## src/rtl/cpu_pkg.sv

```systemverilog
// Shared CPU definitions: bus widths, opcode constants and the fetch FSM state encoding.
package cpu_pkg;

  localparam int ADDR_W  = 8;
  localparam int INSTR_W = 16;

  localparam logic [3:0] OP_ADD  = 4'b0000;
  localparam logic [3:0] OP_SUB  = 4'b0100;
  localparam logic [3:0] OP_LOAD = 4'b1000;
  localparam logic [3:0] OP_JUMP = 4'b1100;
  localparam logic [3:0] OP_BR0  = 4'b1101;
  localparam logic [3:0] OP_BR1  = 4'b1110;
  localparam logic [3:0] OP_BR2  = 4'b1111;

  typedef enum logic [1:0] {
    ST_IDLE  = 2'd0,
    ST_FETCH = 2'd1,
    ST_ISSUE = 2'd2
  } fetch_state_e;

endpackage

```

## src/rtl/instr_fetch_unit_if.sv

```systemverilog
// Instruction-memory req/ack bus; master is the fetch unit, slave is the memory.
interface instr_fetch_unit_if #(
  parameter int ADDR_W  = cpu_pkg::ADDR_W,
  parameter int INSTR_W = cpu_pkg::INSTR_W
);

  logic               imem_req;
  logic [ADDR_W-1:0]  imem_addr;
  logic               imem_ack;
  logic [INSTR_W-1:0] imem_rdata;

  modport master (output imem_req, output imem_addr, input imem_ack, input imem_rdata);
  modport slave  (input imem_req, input imem_addr, output imem_ack, output imem_rdata);

endinterface

```

## src/rtl/fetch_timeout_ctr.sv

```systemverilog
// Counts un-acked FETCH cycles; tc flags the last cycle allowed before giving up.
module fetch_timeout_ctr #(
  parameter int FETCH_TIMEOUT = 15
) (
  input  logic clk,
  input  logic rst_n,
  input  logic clear,
  input  logic enable,
  output logic tc
);

  localparam logic [7:0] TC_VAL = 8'(FETCH_TIMEOUT - 1);

  logic [7:0] count_r;

  // Cycle counter; clear wins over enable so a terminal cycle restarts from zero.
  always_ff @(posedge clk or negedge rst_n) begin
    if (!rst_n) begin
      count_r <= 8'd0;
    end else if (clear) begin
      count_r <= 8'd0;
    end else if (enable) begin
      count_r <= count_r + 8'd1;
    end else begin
      count_r <= count_r;
    end
  end

  assign tc = enable & (count_r == TC_VAL);

endmodule

```

## src/rtl/instr_fetch_unit.sv

```systemverilog
// PC / instruction fetch: one outstanding imem request, one issue slot, redirect on jump/branch.
module instr_fetch_unit #(
  parameter int                ADDR_W        = cpu_pkg::ADDR_W,
  parameter int                INSTR_W       = cpu_pkg::INSTR_W,
  parameter logic [ADDR_W-1:0] RESET_PC      = {ADDR_W{1'b0}},
  parameter int                FETCH_TIMEOUT = 15
) (
  input  logic                clk,
  input  logic                rst_n,
  input  logic                stall,
  input  logic                pc_jump,
  input  logic                pc_branch,
  input  logic [ADDR_W-1:0]   target_adr,
  instr_fetch_unit_if.master  imem,
  output logic [INSTR_W-1:0]  instruction,
  output logic                instr_valid,
  output logic [ADDR_W-1:0]   pc,
  output logic                fetch_err,
  output logic [15:0]         retired_cnt
);

  import cpu_pkg::*;

  fetch_state_e       state_r;
  fetch_state_e       state_nxt_s;
  logic [ADDR_W-1:0]  pc_r;
  logic [INSTR_W-1:0] instr_r;
  logic [15:0]        retired_r;
  logic               fetch_err_r;
  logic               in_fetch_s;
  logic               ack_s;
  logic               tc_s;
  logic               ctr_clear_s;
  logic               ctr_en_s;
  logic               issue_go_s;
  logic               redirect_s;

  assign in_fetch_s  = (state_r == ST_FETCH);
  assign ack_s       = in_fetch_s & imem.imem_ack;
  assign ctr_en_s    = in_fetch_s & ~imem.imem_ack;
  assign ctr_clear_s = ~in_fetch_s | imem.imem_ack | tc_s;
  assign issue_go_s  = (state_r == ST_ISSUE) & ~stall;
  assign redirect_s  = pc_jump | pc_branch;

  fetch_timeout_ctr #(.FETCH_TIMEOUT(FETCH_TIMEOUT)) u_timeout (
    .clk    (clk),
    .rst_n  (rst_n),
    .clear  (ctr_clear_s),
    .enable (ctr_en_s),
    .tc     (tc_s)
  );

  // FSM state register.
  always_ff @(posedge clk or negedge rst_n) begin
    if (!rst_n) begin
      state_r <= ST_IDLE;
    end else begin
      state_r <= state_nxt_s;
    end
  end

  // FSM next state; ack beats timeout on the terminal cycle.
  always_comb begin
    state_nxt_s = state_r;
    case (state_r)
      ST_IDLE: begin
        state_nxt_s = ST_FETCH;
      end
      ST_FETCH: begin
        if (imem.imem_ack) begin
          state_nxt_s = ST_ISSUE;
        end else if (tc_s) begin
          state_nxt_s = ST_IDLE;
        end else begin
          state_nxt_s = ST_FETCH;
        end
      end
      ST_ISSUE: begin
        if (stall) begin
          state_nxt_s = ST_ISSUE;
        end else begin
          state_nxt_s = ST_FETCH;
        end
      end
      default: begin
        state_nxt_s = ST_IDLE;
      end
    endcase
  end

  // FSM outputs, decoded from the state register alone so they carry no input paths.
  always_comb begin
    imem.imem_req = 1'b0;
    instr_valid   = 1'b0;
    case (state_r)
      ST_FETCH: imem.imem_req = 1'b1;
      ST_ISSUE: instr_valid   = 1'b1;
      default: begin
        imem.imem_req = 1'b0;
        instr_valid   = 1'b0;
      end
    endcase
  end

  // Datapath: PC, captured instruction, retire counter and timeout pulse.
  always_ff @(posedge clk or negedge rst_n) begin
    if (!rst_n) begin
      pc_r        <= RESET_PC;
      instr_r     <= {INSTR_W{1'b0}};
      retired_r   <= 16'd0;
      fetch_err_r <= 1'b0;
    end else begin
      fetch_err_r <= tc_s;
      if (ack_s) begin
        instr_r <= imem.imem_rdata;
      end else begin
        instr_r <= instr_r;
      end
      if (issue_go_s) begin
        pc_r      <= redirect_s ? target_adr : pc_r + {{(ADDR_W-1){1'b0}}, 1'b1};
        retired_r <= retired_r + 16'd1;
      end else begin
        pc_r      <= pc_r;
        retired_r <= retired_r;
      end
    end
  end

  assign imem.imem_addr = pc_r;
  assign instruction    = instr_r;
  assign pc             = pc_r;
  assign fetch_err      = fetch_err_r;
  assign retired_cnt    = retired_r;

endmodule

```

## src/flat_wrapper.sv

```systemverilog
// flat-port wrapper written by rule: the top's interface ports become plain ports
module instr_fetch_unit_flat import cpu_pkg::*;
#(
  parameter int                ADDR_W        = cpu_pkg::ADDR_W,
  parameter int                INSTR_W       = cpu_pkg::INSTR_W,
  parameter logic [ADDR_W-1:0] RESET_PC      = {ADDR_W{1'b0}},
  parameter int                FETCH_TIMEOUT = 15
)
  (clk, rst_n, stall, pc_jump, pc_branch, target_adr, instruction, instr_valid, pc, fetch_err, retired_cnt, imem_imem_req, imem_imem_addr, imem_imem_ack, imem_imem_rdata);
  instr_fetch_unit_if #(.ADDR_W(ADDR_W), .INSTR_W(INSTR_W)) imem_i ();
  input  logic clk;
  input  logic rst_n;
  input  logic stall;
  input  logic pc_jump;
  input  logic pc_branch;
  input  logic [ADDR_W-1:0] target_adr;
  output logic [INSTR_W-1:0] instruction;
  output logic instr_valid;
  output logic [ADDR_W-1:0] pc;
  output logic fetch_err;
  output logic [15:0] retired_cnt;
  output wire logic [$bits(imem_i.imem_req)-1:0] imem_imem_req;
  output wire logic [$bits(imem_i.imem_addr)-1:0] imem_imem_addr;
  input wire logic [$bits(imem_i.imem_ack)-1:0] imem_imem_ack;
  input wire logic [$bits(imem_i.imem_rdata)-1:0] imem_imem_rdata;
  assign imem_imem_req = imem_i.imem_req;
  assign imem_imem_addr = imem_i.imem_addr;
  assign imem_i.imem_ack = imem_imem_ack;
  assign imem_i.imem_rdata = imem_imem_rdata;
  instr_fetch_unit #(.ADDR_W(ADDR_W), .INSTR_W(INSTR_W), .RESET_PC(RESET_PC), .FETCH_TIMEOUT(FETCH_TIMEOUT)) u_core (.clk(clk), .rst_n(rst_n), .stall(stall), .pc_jump(pc_jump), .pc_branch(pc_branch), .target_adr(target_adr), .imem(imem_i), .instruction(instruction), .instr_valid(instr_valid), .pc(pc), .fetch_err(fetch_err), .retired_cnt(retired_cnt));
endmodule
```

## config.mk

```make
export PLATFORM = sky130hd
export DESIGN_NAME = instr_fetch_unit_flat
export DESIGN_NICKNAME = d
export VERILOG_FILES = /design/src/rtl/cpu_pkg.sv /design/src/rtl/instr_fetch_unit_if.sv /design/src/rtl/fetch_timeout_ctr.sv /design/src/rtl/instr_fetch_unit.sv /design/src/flat_wrapper.sv
export SDC_FILE = /design/constraint.sdc
export NUM_CORES = 1
export LEC_CHECK = 0
export CORE_MARGIN = 10
export CORE_UTILIZATION = 55
export CTS_BUF_LIST = sky130_fd_sc_hd__clkbuf_16
export DETAILED_ROUTE_END_ITERATION = 10
export DONT_BUFFER_PORTS = 1
export PLACE_DENSITY = 0.79
export SLEW_MARGIN = 5
export SYNTH_ARGS = -nofsm -noshare
export SYNTH_HDL_FRONTEND = slang
export SYNTH_SLANG_ARGS = --single-unit
```

## constraint.sdc

```tcl
create_clock -name clk -period 2.4 [get_ports clk]
set_input_delay 0.12 -clock clk [delete_from_list [all_inputs] [get_ports clk]]
set_output_delay 0.12 -clock clk [all_outputs]
set_load 0.005 [all_outputs]
```

**After elaboration in Yosys (flattened, before gate mapping)**

Index checks and enable logic that the tools add are counted.

- Register bits: 51
- Bits of input ports: 30
- Output and inout port bits: 51
- Logic and storage cells: 33

- Add/sub/neg operators: 3
- Eq/ne operators: 3
- Muxes and demuxes: 9
- Bitwise logic cells: 10
- Reduce and logical (&&, ||, !) cells: 2

Operator list:

| cell | number |
|---|---|
| $mux W8 | 3 |
| $add A16 B1 Y16 const B | 1 |
| $add A8 B1 Y8 const B | 2 |
| $eq A8 B4 Y1 const B | 1 |
| $pmux W2 S3 | 1 |
| $and A1 B1 Y1 | 4 |
| $mux W2 | 2 |
| $mux W1 | 3 |
| $not A1 Y1 | 3 |
| $or A1 B1 Y1 | 3 |
| $eq A2 B1 Y1 const B | 1 |
| $eq A2 B2 Y1 const B | 1 |
| $logic_not A2 Y1 | 1 |
| $reduce_bool A2 Y1 | 1 |

**Logic depth before layout (Yosys ltp)**

Gate-level depths: netlist of run 1.

- Depth in word-level cells: 6
- Depth in mapped cells: 6
- Mapped depth without buffers: 5

**Modules after synthesis**

Synthesis of run 1 repeated with hierarchy kept, for this count alone.

- Cell total of the unflattened synthesis: 215
- Area, all modules: 2,397.3 um2

Modules (own cells, without submodules):

| module | instances | cells an instance | area an instance (um2) | seq. area each (um2) |
|---|---|---|---|---|
| instr_fetch_unit | 1 | 174 | 1,986.9 | 1,076.0 |
| fetch_timeout_ctr | 1 | 41 | 410.4 | 200.2 |

**Worst setup path before layout of run 1**

Ideal clock, no wire load.

- Path type: reg2reg
- Start point: reg u_core.pc_r[0], in the netlist u_core.imem.imem_addr[0]
- End point: reg u_core.pc_r[4], in the netlist u_core.imem.imem_addr[4]
- Setup time: 0.127 ns
- Arrival time: 1.220 ns
- Data required time: 2.273 ns
- Slack: 1.053 ns
- Stages on the path, launching flop included: 6
- Cells stage by stage: dfrtp_1 > ha_1 > nand3_1 > or3_1 > o22ai_1 > a21oi_1

- Cells in the longest elaborated chain, start to end: 2

RTL lines:

| element | line | RTL |
|---|---|---|
| start: declaration | instr_fetch_unit.sv:26 | `logic [ADDR_W-1:0] pc_r;` |
| start signal: assignment | instr_fetch_unit.sv:120 | `pc_r <= redirect_s ? target_adr : pc_r + {{(ADDR_W-1){1'b0}}, 1'b1};` |
| start signal: assignment | instr_fetch_unit.sv:123 | `pc_r <= pc_r;` |
| $add A8 B1 Y8 | instr_fetch_unit.sv:120 |  |
| $mux W8 | instr_fetch_unit.sv:120 |  |

No other way between the ends.
A chain may end at the register's enable or synchronous reset.

**Worst setup path after layout of run 1**

Ends and elaborated chain as after synthesis.

==> results by group, run 1 <==
Power and ir drop
  • Leak Pwr: 0.00119 uW
  • Clk pwr share: 0.274
  • Psw: 869 uW
  • Register share of total power: 0.522
  • Switching Fraction: 0.312
  • P_int: 1910 uW
  • Power density over cell area: 1030 mW/mm^2
  • Peak VDD IR: 0.719 mV
  • Combinational fraction of design power: 0.204

Synthesis
  • Syn_nets: 240
  • Synth area leaders: dfrtp_1, mux2_2, xor2_1
  • Cells after Synth: 206
  • Seq cells post-synth: 51
  • Sequential fraction of the synthesis area: 0.543
  • Synthesized area: 0.00235 mm^2
  • Ys async rst share: 1.00
  • Yosys cell types: 34
  • Synth top cells by count: dfrtp_1, nand2_1, mux2_2, nor2_1
  • Syn_area_per_cell: 11.4 um^2
  • Area share of the largest cell type after synthesis: 0.543
  • Synth area leader: dfrtp_1
  • Most common cell in the netlist: dfrtp_1
  • Synth warn: 0
  • EDFF count, synth: 0
  • Predominant post-synthesis flop cell: dfrtp_1

Clock tree
  • CTS Sinks: 51
  • H-tree depth: 2
  • Post-CTS sizing: 0
  • Root Buffer Master: clkbuf_16
  • TritonCTS clock tree: done
  • CTS Buf Count: 5
  • Clock tree buffer depth: 2
  • Worst-path clk slew: 0.06 ns
  • Clk_lat worst skew: 0.28 ns

Worst setup path
  • Slowest CP cell: dfrtp_1
  • Max incr delay on CP: 0.51 ns
  • Setup crit end kind: flop
  • Crit path max fanout: 7
  • Critical path data arrival time: 1.73 ns
  • Critical path's top delay family: flip-flops
  • Critical Path RT: 2.56 ns
  • Buf/Inv on CP: 0
  • CP Cell Sequence: ha_1 -> nand3_1 -> or3_1 -> o22ai_1 -> a21oi_1
  • Worst Setup Start Kind: flop
  • Crit Path Class: flop to flop

Route
  • Via/cell ratio: 5.62
  • DR WL/cell: 17.5 um
  • First-pass DRT Iterations: 4
  • Drt drc: 0
  • First DRT Iteration DRCs: 77
  • Via Count: 1,522
  • WL final: 4740 um
  • Detail Route Antenna Nets: 0

Timing
  • Max Freq: 0.640 GHz
  • Final hold violations: 0
  • Final max-slew violation count: 0
  • Final period util: 0.651
  • Fin crit period: 1.56 ns
  • Clk_skew: 0.00346 ns
  • Fin Hold WS: 0.0100 ns
  • Fin worst setup slack: 0.837 ns
  • Tightest Pin Transition: 0.634 ns
  • Slew headroom: 0.577
  • Final setup viols: 0
  • Setup_tns: 0 ns
  • RSZ-0062 raised after global routing: false

Placed design
  • Final GP Congestion: 0.765
  • Post-DP HPWL: 3400 um
  • I/O Buffers: 0
  • Dpl cells: 244
  • DP Worst Slack: 0.833 ns

Cells and area
  • Syn-to-layout area delta: 14.8%
  • Ant. Diodes: 0
  • Final #Nets: 254
  • Non-Filler Instances: 271
  • Fillers: 292
  • Fraction of layout instances using a drive strength above 1: 0.145

GRT
  • Grt total ovfl: 0
  • Initial antenna violation count: 0
  • Pin count of the biggest net entering global routing: 52
  • First-pass GRT wire length: 8160 um
  • Overall Global Routing Usage: 0.136
  • Vias in the first global route: 1,593

Floorplanning
  • Initial Util: 0.579
  • Die Ht: 85.4 um
  • DIE WIDTH: 85.4 um
  • Core area: 0.00406 mm^2
  • IO Count: 81
  • Row count: 23
  • Die ar.: 0.00729 mm^2

Hold path
  • Tightest Hold Check Type: input port to flop

Flow run
  • Max cap viols: 0

Outcome
  • Status: completed
[per-layer routing]
layer,track usage,vias up,routed length (um)
met5,0,-,0
met4,0.0539,0,61
met3,0.0851,5,640
met2,0.206,58,2180
met1,0.149,724,1860
li1,-,735,-
[final cells by class]
class                      count  area [um^2]  area share
multi-input combinational    140          972       0.360
inverter                       2         7.51     0.00278
clock inverter                 3         38.8      0.0144
tap                           50         62.6      0.0232
timing repair buffer          20          215      0.0798
clock buffer                   5          125      0.0464
sequential                    51         1280       0.473
[power groups by stage]
stage / Sequential (uW) / Combinational [uW] / Clock, uW
floorplan: 1350 / 576 / 0
global placement: 1470 / 507 / 0
detailed placement: 1470 / 532 / 0
CTS: 1460 / 575 / 782
global route: 1520 / 648 / 822
finish: 1450 / 567 / 764
[sequential cells by signal (all words and copies together), names as in the netlist]
| name | count |
|---|---|
| u_core.instruction | 16 |
| u_core.retired_cnt | 16 |
| u_core.imem.imem_addr | 8 |
| u_core.u_timeout.count_r | 8 |
| u_core.state_r | 2 |
| u_core.fetch_err | 1 |
[worst paths after layout]
| path | cells past startpoint | endpoint | from | slack, ns |
|---|---|---|---|---|
| worst max-delay path | 5 | u_core.imem.imem_addr[4]$_DFFE_PN0P_ | u_core.imem.imem_addr[0]$_DFFE_PN0P_ | 0.84 |
| worst min-delay path | 2 | u_core.state_r[0]$_DFF_PN0_ | stall | 0.01 |
| worst max register to register | 5 | u_core.imem.imem_addr[4]$_DFFE_PN0P_ | u_core.imem.imem_addr[0]$_DFFE_PN0P_ | 0.84 |
| worst min register to register | 1 | u_core.retired_cnt[15]$_DFFE_PN0P_ | u_core.retired_cnt[15]$_DFFE_PN0P_ | 0.50 |
| max in group asynchronous | 2 | u_core.imem.imem_addr[1]$_DFFE_PN0P_ | rst_n | 1.84 |
| min in group asynchronous | 2 | u_core.retired_cnt[12]$_DFFE_PN0P_ | rst_n | 0.35 |
[cells by family after synthesis]
logic type / Yosys count / share of synthesized area
AND/OR/NAND/NOR: 74 / 0.174
flip-flops: 51 / 0.543
AO/OA/AOI/OAI: 24 / 0.0591
XOR/XNOR: 21 / 0.0783
multiplexers: 17 / 0.0809
buffers and inverters: 15 / 0.0431
adder cells (fa/ha/maj): 4 / 0.0213
[repair_timing]
action,CTS,global route
hold buffers,19,0
hold endpoints to repair,68,0
setup buffers,0,0
[layout by cell type (no fill, tap or decap), types with 2 or more instances in the layout]
master / count
nor3_1: 2
a2bb2oi_1: 2
o22ai_1: 4
xor2_1: 11
and4_1: 3
nand2_1: 19
nor2b_1: 2
a21oi_1: 11
dfrtp_1: 51
clkbuf_16: 5
nand2b_1: 3
mux2_2: 16
or3_1: 2
dlygate4sd3_1: 18
xnor2_1: 10
inv_1: 2
o21ai_0: 5
and3_1: 3
nand3_1: 7
ha_1: 4
nor2_1: 14
nand4_1: 11
[through the flow]
stage               power [uW]   util  cell area, um^2
global placement          1970  0.573             2330
finish                    2780  0.665             2700
CTS                       2820  0.665             2700
detailed placement        2000  0.573             2330
global route              2990  0.665             2700
floorplan                 1930      -             2350
No activity file was read; power rests on OpenSTA's default activity.
==> run 2, diff against run 1 <==
Clock period 2.4 ns to 1.6 ns, I/O delays scaled along.
==> run 2 against run 1 <==
First-iteration DRC count rose by 48%. Global-route usage rose by 0.55 points. Die area did not move. Combinational power rose by 71%. Largest cell class unchanged.
==> results by group, run 2 (synthesized netlist as in run 1, its figures left out) <==
Timing
  • Clk_skew: 0.00493 ns (+0.00147 ns)
  • RSZ-0062 raised after global routing: false
  • Slew headroom: 0.773 (+0.196)
  • Setup_tns: 0 ns (unchanged)
  • Fin crit period: 1.43 ns (-0.138 ns)
  • Max Freq: 0.702 GHz (+9.7%)
  • Final period util: 0.891 (+0.239)
  • Tightest Pin Transition: 0.340 ns (-0.294 ns)
  • Final hold violations: 0 (unchanged)
  • Final setup viols: 0 (unchanged)
  • Final max-slew violation count: 0 (unchanged)
  • Fin Hold WS: 0.0108 ns (+0.000817 ns)

Cells and area
  • Fraction of layout instances using a drive strength above 1: 0.179 (+0.0342)
  • Cell area after layout: 0.00277 mm^2 (+2.5%)
  • Final #Nets: 262 (+3.1%)
  • Most frequent cells in the layout: dfrtp_1, nand2_1, dlygate4sd3_1
  • Ant. Diodes: 0 (unchanged)
  • Fin util: 0.681 (+0.0167)
  • Syn-to-layout area delta: 17.7%
  • Commonest non-fill, non-tap cell in the layout: dfrtp_1

Power and ir drop
  • Peak VDD IR: 1.02 mV (+42%)
  • Power density over cell area: 1550 mW/mm^2 (+51%)
  • Final Power: 4300 uW (+54%)
  • Leak Pwr: 0.00123 uW (+3.5%)

GRT
  • Vias in the first global route: 1,700 (+6.7%)
  • First-pass GRT wire length: 8580 um (+5.1%)
  • Grt total ovfl: 0 (unchanged)
  • Pin count of the biggest net entering global routing: 52 (unchanged)
  • Initial antenna violation count: 0 (unchanged)
  • Overall Global Routing Usage: 0.141 (+0.00545)

Hold path
  • WHS Path Cells: 2 (unchanged)
  • Tightest Hold Check Type: input port to flop

Clock tree
  • Worst-path clk slew: 0.07 ns (about the same)
  • Root Buffer Master: clkbuf_16
  • Clk_lat worst skew: 0.28 ns (about the same)
  • H-tree depth: 2 (unchanged)
  • Post-CTS sizing: 0 (unchanged)
  • CTS Buf Count: 5 (unchanged)
  • TritonCTS clock tree: done
  • Setup bufs post-CTS: 0 (unchanged)
  • Clock tree buffer depth: 2 (unchanged)
  • CTS Sinks: 51 (unchanged)

Floorplanning
  • IO Count: 81 (unchanged)
  • Die ar.: 0.00729 mm^2 (unchanged)
  • Die Ht: 85.4 um (unchanged)
  • Row count: 23 (unchanged)
  • Initial Util: 0.579 (unchanged)
  • DIE WIDTH: 85.4 um (unchanged)
  • Core area: 0.00406 mm^2 (unchanged)

Placed design
  • Final GP Congestion: 0.792 (+3.5%)
  • Post-DP HPWL: 3540 um (+4.2%)
  • I/O Buffers: 0 (unchanged)
  • Area after DPL: 0.00239 mm^2 (+2.6%)

Flow run
  • Max cap viols: 0 (unchanged)

Worst setup path
  • Setup crit end kind: flop
  • Critical Path RT: 1.81 ns (-0.75 ns)
  • Slowest CP cell: dfrtp_1
  • Worst Setup Start Kind: flop
  • Crit path max fanout: 5 (-2)
  • Crit Path Class: flop to flop
  • Critical path data arrival time: 1.63 ns (-0.10 ns)
  • CP Cell Sequence: nor3b_4 -> nand3_2 -> nor4_2 -> xor2_1
  • Worst r2r path cells: 4 (-1)
  • Max incr delay on CP: 0.43 ns (-0.08 ns)

Route
  • DR WL/cell: 18.2 um (+3.8%)
  • Drt drc: 0 (unchanged)
  • WL final: 5070 um (+6.9%)
  • Via Count: 1,572 (+3.3%)
  • Detail Route Antenna Nets: 0 (unchanged)
  • Via/cell ratio: 5.63 (+0.32%)
  • First-pass DRT Iterations: 4 (unchanged)
  • First DRT Iteration DRCs: 114 (+48%)

Outcome
  • Status: completed
-- run 2: changes by cell type in the layout (fill, tap and decap cells not counted) --
cell	previous run	this run
clkinv_2	1	0
inv_6	0	1
clkinv_1	1	0
buf_4	1	9
clkinvlp_4	0	1
-- run 2: layout make-up --
cell class	count	area, um^2
flip-flops and latches	51	1280
fillers	298	1290
inverters	2	7.51
repair buffers	28	275
clock buffers	5	125
multi-input cells	140	972
well taps	50	62.6
clock inverters	3	46.3
-- run 2: layer usage --
layer	routed length, um	track usage	vias up
met1	2020	0.160	758
met3	612	0.0832	2
li1	-	-	753
met5	0	0	-
met2	2420	0.228	59
met4	12	0.0225	0
-- run 2: worst max-delay path, delay by kind of cell (launching register included) --
family,cells,cell delay (ns)
xor+xnor,1,0.17
simple gates,3,0.76
flops,1,0.43
-- run 2: where the power goes --
part	switching, uW	leakage (uW)	internal [uW]	total, uW
combinational	452	0.000502	515	967
clock	458	0.0000804	743	1200
sequential	452	0.000648	1680	2130
-- run 2: worst paths after layout --
kind,startpoint,end,slack (ns)
setup reg to reg,u_core.state_r[0]$_DFF_PN0_,u_core.retired_cnt[14]$_DFFE_PN0P_,0.17
setup / recovery,u_core.state_r[0]$_DFF_PN0_,u_core.retired_cnt[14]$_DFFE_PN0P_,0.17
max in group asynchronous,rst_n,u_core.imem.imem_addr[2]$_DFFE_PN0P_,1.07
hold / removal,imem_imem_ack,u_core.u_timeout.count_r[6]$_DFFE_PN0P_,0.01
min in group asynchronous,rst_n,u_core.retired_cnt[13]$_DFFE_PN0P_,0.30
hold reg to reg,u_core.retired_cnt[15]$_DFFE_PN0P_,u_core.retired_cnt[15]$_DFFE_PN0P_,0.50
-- run 2: timing repair --
action / 4_1_cts / 5_1_grt
hold endpoints to repair: 69 / 0
setup endpoints to repair: 0 / 0
hold buffers: 19 / 0
-- run 2: stage by stage --
step	setup WS (ns)	std cells
floorplan	0.253	206
global placement	0.210	252
detailed placement	0.198	252
CTS	0.162	279
global route	0.00710	279
finish	0.175	279
